### config.mk
export PLATFORM = sky130hd
export DESIGN_NAME = common_fa_tag_alloc
export DESIGN_NICKNAME = d
export VERILOG_FILES = /design/src/rtl/common_fa_tag_alloc.sv
export SDC_FILE = /design/constraint.sdc
export NUM_CORES = 2
export LEC_CHECK = 0
export CAP_MARGIN = 10
export CORE_MARGIN = 3
export CORE_UTILIZATION = 35
export DETAILED_ROUTE_END_ITERATION = 8
export SYNTH_ARGS = -nofsm -noshare
export SYNTH_HDL_FRONTEND = slang
export SYNTH_SLANG_ARGS = --single-unit
### constraint.sdc
create_clock -name clk -period 4 [get_ports clk]
set_input_delay 0.6 -clock clk [delete_from_list [all_inputs] [get_ports clk]]
set_output_delay 0.6 -clock clk [all_outputs]
set_load 0.02 [all_outputs]
### src/rtl/common_fa_tag_alloc.sv
// Fully-associative tag table with allocate-on-miss; victim choice is delegated
// to an external pseudo-LRU picker that is touched on every hit or allocation.
module common_fa_tag_alloc #(
  parameter int unsigned SUBJECT_COUNT_LOG2 = 5,
  parameter int unsigned TAG_WIDTH          = 20
) (
  input  logic                                clk,
  input  logic                                resetn,
  input  logic                                req_valid,
  output logic                                req_ready,
  input  logic [TAG_WIDTH-1:0]                req_tag,
  input  logic                                req_alloc,
  output logic                                resp_valid,
  input  logic                                resp_ready,
  output logic                                resp_hit,
  output logic                                resp_alloc,
  output logic [SUBJECT_COUNT_LOG2-1:0]       resp_index,
  output logic                                resp_evict_valid,
  output logic [TAG_WIDTH-1:0]                resp_evict_tag,
  input  logic                                flush,
  output logic [SUBJECT_COUNT_LOG2-1:0]       lru_waddr,
  output logic                                lru_wen,
  output logic [(1<<SUBJECT_COUNT_LOG2)-1:0]  lru_dvalid,
  input  logic [SUBJECT_COUNT_LOG2-1:0]       lru_qaddr,
  input  logic                                lru_qvalid
);

  localparam int unsigned N  = 1 << SUBJECT_COUNT_LOG2;
  localparam int unsigned IW = SUBJECT_COUNT_LOG2;

  logic [N-1:0]         valid_q;
  logic [TAG_WIDTH-1:0] tag_q [N];

  logic          fire_c;
  logic          hit_c;
  logic [IW-1:0] hit_idx_c;
  logic          free_c;
  logic [IW-1:0] free_idx_c;
  logic          alloc_c;
  logic          evict_c;
  logic [IW-1:0] target_c;
  logic [IW-1:0] index_c;

  // Parallel match and free-slot search; scanning downward lets the lowest index win.
  always_comb begin
    hit_c      = 1'b0;
    hit_idx_c  = '0;
    free_c     = 1'b0;
    free_idx_c = '0;
    for (int i = int'(N) - 1; i >= 0; i--) begin
      if (valid_q[i] && (tag_q[i] == req_tag)) begin
        hit_c     = 1'b1;
        hit_idx_c = IW'(i);
      end
      if (!valid_q[i]) begin
        free_c     = 1'b1;
        free_idx_c = IW'(i);
      end
    end
  end

  assign req_ready = ~flush & (~resp_valid | resp_ready);
  assign fire_c    = req_valid & req_ready;

  // Prefer an empty slot; only fall back to the picker's victim when the table is full.
  assign alloc_c  = fire_c & ~hit_c & req_alloc & (free_c | lru_qvalid);
  assign evict_c  = alloc_c & ~free_c;
  assign target_c = free_c ? free_idx_c : lru_qaddr;

  always_comb begin
    index_c = '0;
    if (hit_c) begin
      index_c = hit_idx_c;
    end else if (alloc_c) begin
      index_c = target_c;
    end
  end

  assign lru_wen    = fire_c & (hit_c | alloc_c);
  assign lru_waddr  = hit_c ? hit_idx_c : target_c;
  assign lru_dvalid = valid_q;

  // Table storage; flush and fire are mutually exclusive because flush drops req_ready.
  always_ff @(posedge clk or negedge resetn) begin
    if (!resetn) begin
      valid_q <= '0;
      for (int i = 0; i < int'(N); i++) begin
        tag_q[i] <= '0;
      end
    end else if (flush) begin
      valid_q <= '0;
    end else if (alloc_c) begin
      valid_q[target_c] <= 1'b1;
      tag_q[target_c]   <= req_tag;
    end
  end

  // One-entry response register; fields are only rewritten by a new fire.
  always_ff @(posedge clk or negedge resetn) begin
    if (!resetn) begin
      resp_valid       <= 1'b0;
      resp_hit         <= 1'b0;
      resp_alloc       <= 1'b0;
      resp_index       <= '0;
      resp_evict_valid <= 1'b0;
      resp_evict_tag   <= '0;
    end else if (fire_c) begin
      resp_valid       <= 1'b1;
      resp_hit         <= hit_c;
      resp_alloc       <= alloc_c;
      resp_index       <= index_c;
      resp_evict_valid <= evict_c;
      resp_evict_tag   <= evict_c ? tag_q[lru_qaddr] : '0;
    end else if (resp_ready) begin
      resp_valid <= 1'b0;
    end
  end

endmodule

==> run metrics <==
TNS Setup -1.32 ns; M3 GR Usage 0.0441; Startpoint Class register; RSZ-0062 raised after global routing yes; xor and xnor area share after synthesis 0.132; Iter 0 DRT Violations 3094; core area 0.119 mm^2; fin util 0.454; first-pass GRT wire length 237 mm; DRC viols 0; Placement Rows 126; Final nets 4058; antenna violations before repair 8; FF-to-FF Start lru_dvalid[29]; Chip Width 353 um; Min Hold Slack -0.00214 ns; synth top area cells dfrtp_1 42%, mux2_2 12%, mux4_2 11%; vias in the first global route 31900; switching pwr 4.67 mW; Syn Area/Cell 12.8 um^2; Leakage Power 24.3 nW; Area growth syn-to-layout 28.2%; Pins Over Slew Limit 0; Worst Path Class, Setup register to primary output; Fmax 217 MHz; Clock Tree Buf Depth 3; Post-DRT Antenna Nets 0; Die ar. 0.124 mm^2; number of fill cells 10900; Final Cycle Share 1.15; DR vias/cell 5.60; #FFs+latches synth 701; most used routing layer met2; total power 17.6 mW; register share of total power 0.417; Fin. Hold Viols 5; setup slack after layout -0.612 ns; largest net degree at the start of global routing 87; post-synth top area share 0.417; clk root buf clkbuf_16; clock network fraction of total power 0.443; EDFF count, synth 0; CTS sink cnt 701; grt total ovfl 0; die height 353 um; main combinational cell family by area after synthesis multiplexers; register area 0.0176 mm^2; max_cap viols 0; Ports 100; via count 31900; post-synthesis compound-gate area fraction 0.0190; first-pass detailed-route iteration total 6; fin area 0.0539 mm^2; crit path DAT 4.01 ns; worst reg2reg setup slack 0.12 ns; Syn Inst Count 3299; post-synthesis adder-cell area fraction 0; final setup violation count 4; Logic pwr share 0.140; DRT Wirelength 165 mm; Netlist cell types 65; mux cell area share after synthesis 0.288; asr flop ratio synth 1.00; number of synthesis warnings 0; failing checks negative hold slack, negative setup slack; PwrDens 326 mW/mm^2; Crit. End Element primary output; Worst slew margin 0.385; skew final 0.0229 ns; worst-margin pin slew 0.923 ns; Worst Path Max Fanout 2; Synth Net Count 3331; Netlist Area Pre-Place 0.0421 mm^2; Post-Synth Simple-Gate Area 0.103; DPL Wire Length 126 mm; sequential cell area fraction in the yosys report 0.417; P_int 12.9 mW; Multi-input gate area 0.0233 mm^2; H-tree Lvls 3; placer congestion estimate 1.00; CTS tree built; number of port buffers 99; outcome finished with violations; Most used DFF post-synth dfrtp_1; M2 GR Usage 0.403; Worst EP required 3.40 ns; Num CTS Buffers 83; Routed wire per std cell 29.0 um; starting density of the core 0.355; total track usage 0.261; HP Class primary input to async pin; clock latency on the worst-skew pair 0.67 ns; post-route minimum period 4.61 ns; VDD IR max 0.000360 V; Net Sw Frac 0.265; Hold Buf Count CTS 0; share of layout cells above drive strength 1 0.435; Clock transition at path regs 0.06 ns; GR Util met1 0.366; Worst R2R Path Depth 12; placed instance area 0.0506 mm^2; RR Endpoint tag_q[15]; post-synth top area cell dfrtp_1
-- cells in the mapped netlist (11+ instances only) --
cell type	number
dfrtp_1	701
xnor2_1	490
mux2_2	433
nand4_1	241
mux4_2	200
mux2_1	149
xor2_1	146
buf_4	111
clkbuf_1	109
nor4_1	95
nand3_1	88
nand2_1	78
mux2_4	57
o21ai_0	38
a21o_1	30
inv_1	26
nor3b_1	25
or2_2	24
mux2i_1	21
buf_2	18
nor2_1	17
buf_6	16
nand4b_1	15
nor3_4	15
nand2b_1	14
nor3_2	14
and2_1	12
buf_1	11
-- layout by cell type, fill, tap and decap left out, types with 14 or more instances in the layout --
cell | netlist | layout
or2_2 | 24 | 24
buf_6 | 16 | 15
clkdlybuf4s50_1 | 0 | 68
a21o_1 | 30 | 30
xor2_1 | 146 | 142
o21ai_0 | 38 | 37
dfrtp_1 | 701 | 693
mux2_4 | 57 | 57
mux2_2 | 433 | 433
mux2i_1 | 21 | 21
nor4_1 | 95 | 78
nand2_1 | 78 | 76
buf_12 | 0 | 86
mux4_2 | 200 | 200
nor2_1 | 17 | 17
inv_1 | 26 | 26
clkbuf_16 | 0 | 85
nand4_1 | 241 | 241
buf_4 | 111 | 733
nor3b_1 | 25 | 25
xnor2_1 | 490 | 480
clkbuf_8 | 0 | 21
nor4_2 | 1 | 14
clkbuf_1 | 109 | 22
mux2_1 | 149 | 149
nand2b_1 | 14 | 14
nor3_4 | 15 | 29
nand4b_1 | 15 | 15
nand3_1 | 88 | 88
-- power by group through the flow --
stage,logic [mW],clock network (mW),registers (mW)
final,2.47,7.80,7.35
after global placement,2.42,0,7.46
after CTS,2.44,7.92,7.34
after detailed placement,2.42,0,7.47
after floorplan,1.16,0,7.44
after global routing,2.60,8.20,7.36
-- metrics by stage --
| stage | std cells | worst slack [ns] |
|---|---|---|
| global route | 5690 | -0.649 |
| global placement | 5530 | -1.15 |
| CTS | 5686 | -0.550 |
| detailed placement | 5530 | -1.10 |
| floorplan | 3299 | 0.313 |
| finish | 5694 | -0.612 |
-- logic make-up after synthesis --
family,Yosys count
muxes,860
DFF,701
and+or+nand+nor,689
xor gates and xnor gates,636
buffers and inverters,294
AOI/OAI and AO/OA,119
-- worst max-delay path: stages (launching register included) --
cell       delay [ns]
dfrtp_2          0.47
xor2_4           0.20
or4_4            0.52
nor4_2           0.15
nand4_1          0.18
buf_4            0.19
a221oi_4         0.34
buf_4            0.20
o221ai_4         0.12
a2111oi_4        0.36
o211ai_1         0.29
nand2_1          0.18
buf_6            0.14
-- metal layers --
metal / routed length, um / share of wire
met2: 74300 / 0.45
met1: 71100 / 0.43
met3: 11700 / 0.071
met4: 7820 / 0.047
met5: 27 / 0.00016
-- sequential cells by signal (all words and copies together) (netlist names) --
register / flops
resp_evict_valid: 1
resp_evict_tag: 20
resp_valid: 1
resp_alloc: 1
resp_hit: 1
resp_index: 5
lru_dvalid: 32
tag_q: 640
-- worst max path at each step --
stage	slack, ns	depth (start not counted)	startpoint	endpoint
after detailed placement	-1.10	13	req_tag[18]	lru_waddr[1]
after global routing	-0.65	12	tag_q[18]	lru_waddr[1]
after CTS	-0.55	12	tag_q[18]	lru_waddr[1]
after floorplan	0.31	11	req_tag[0]	lru_waddr[1]
final	-0.61	12	tag_q[18]	lru_waddr[1]
after global placement	-1.15	13	req_tag[18]	lru_waddr[1]
-- what timing repair did --
action / CTS / global route
setup endpoints to repair: 6 / 24
gates cloned: 1 / 0
pin swaps: 17 / 30
gates resized for setup: 70 / 40
setup buffers: 7 / 7
-- area by class of cell --
type | instances | area share
clock buffer | 128 | 0.0463
antenna | 4 | 0.000186
sequential | 701 | 0.325
inverter | 26 | 0.00181
multi-input combinational | 2304 | 0.433
clock inverter | 21 | 0.00459
timing repair buffer | 910 | 0.152
tap | 1600 | 0.0371
(Power assumes the default switching activity.)
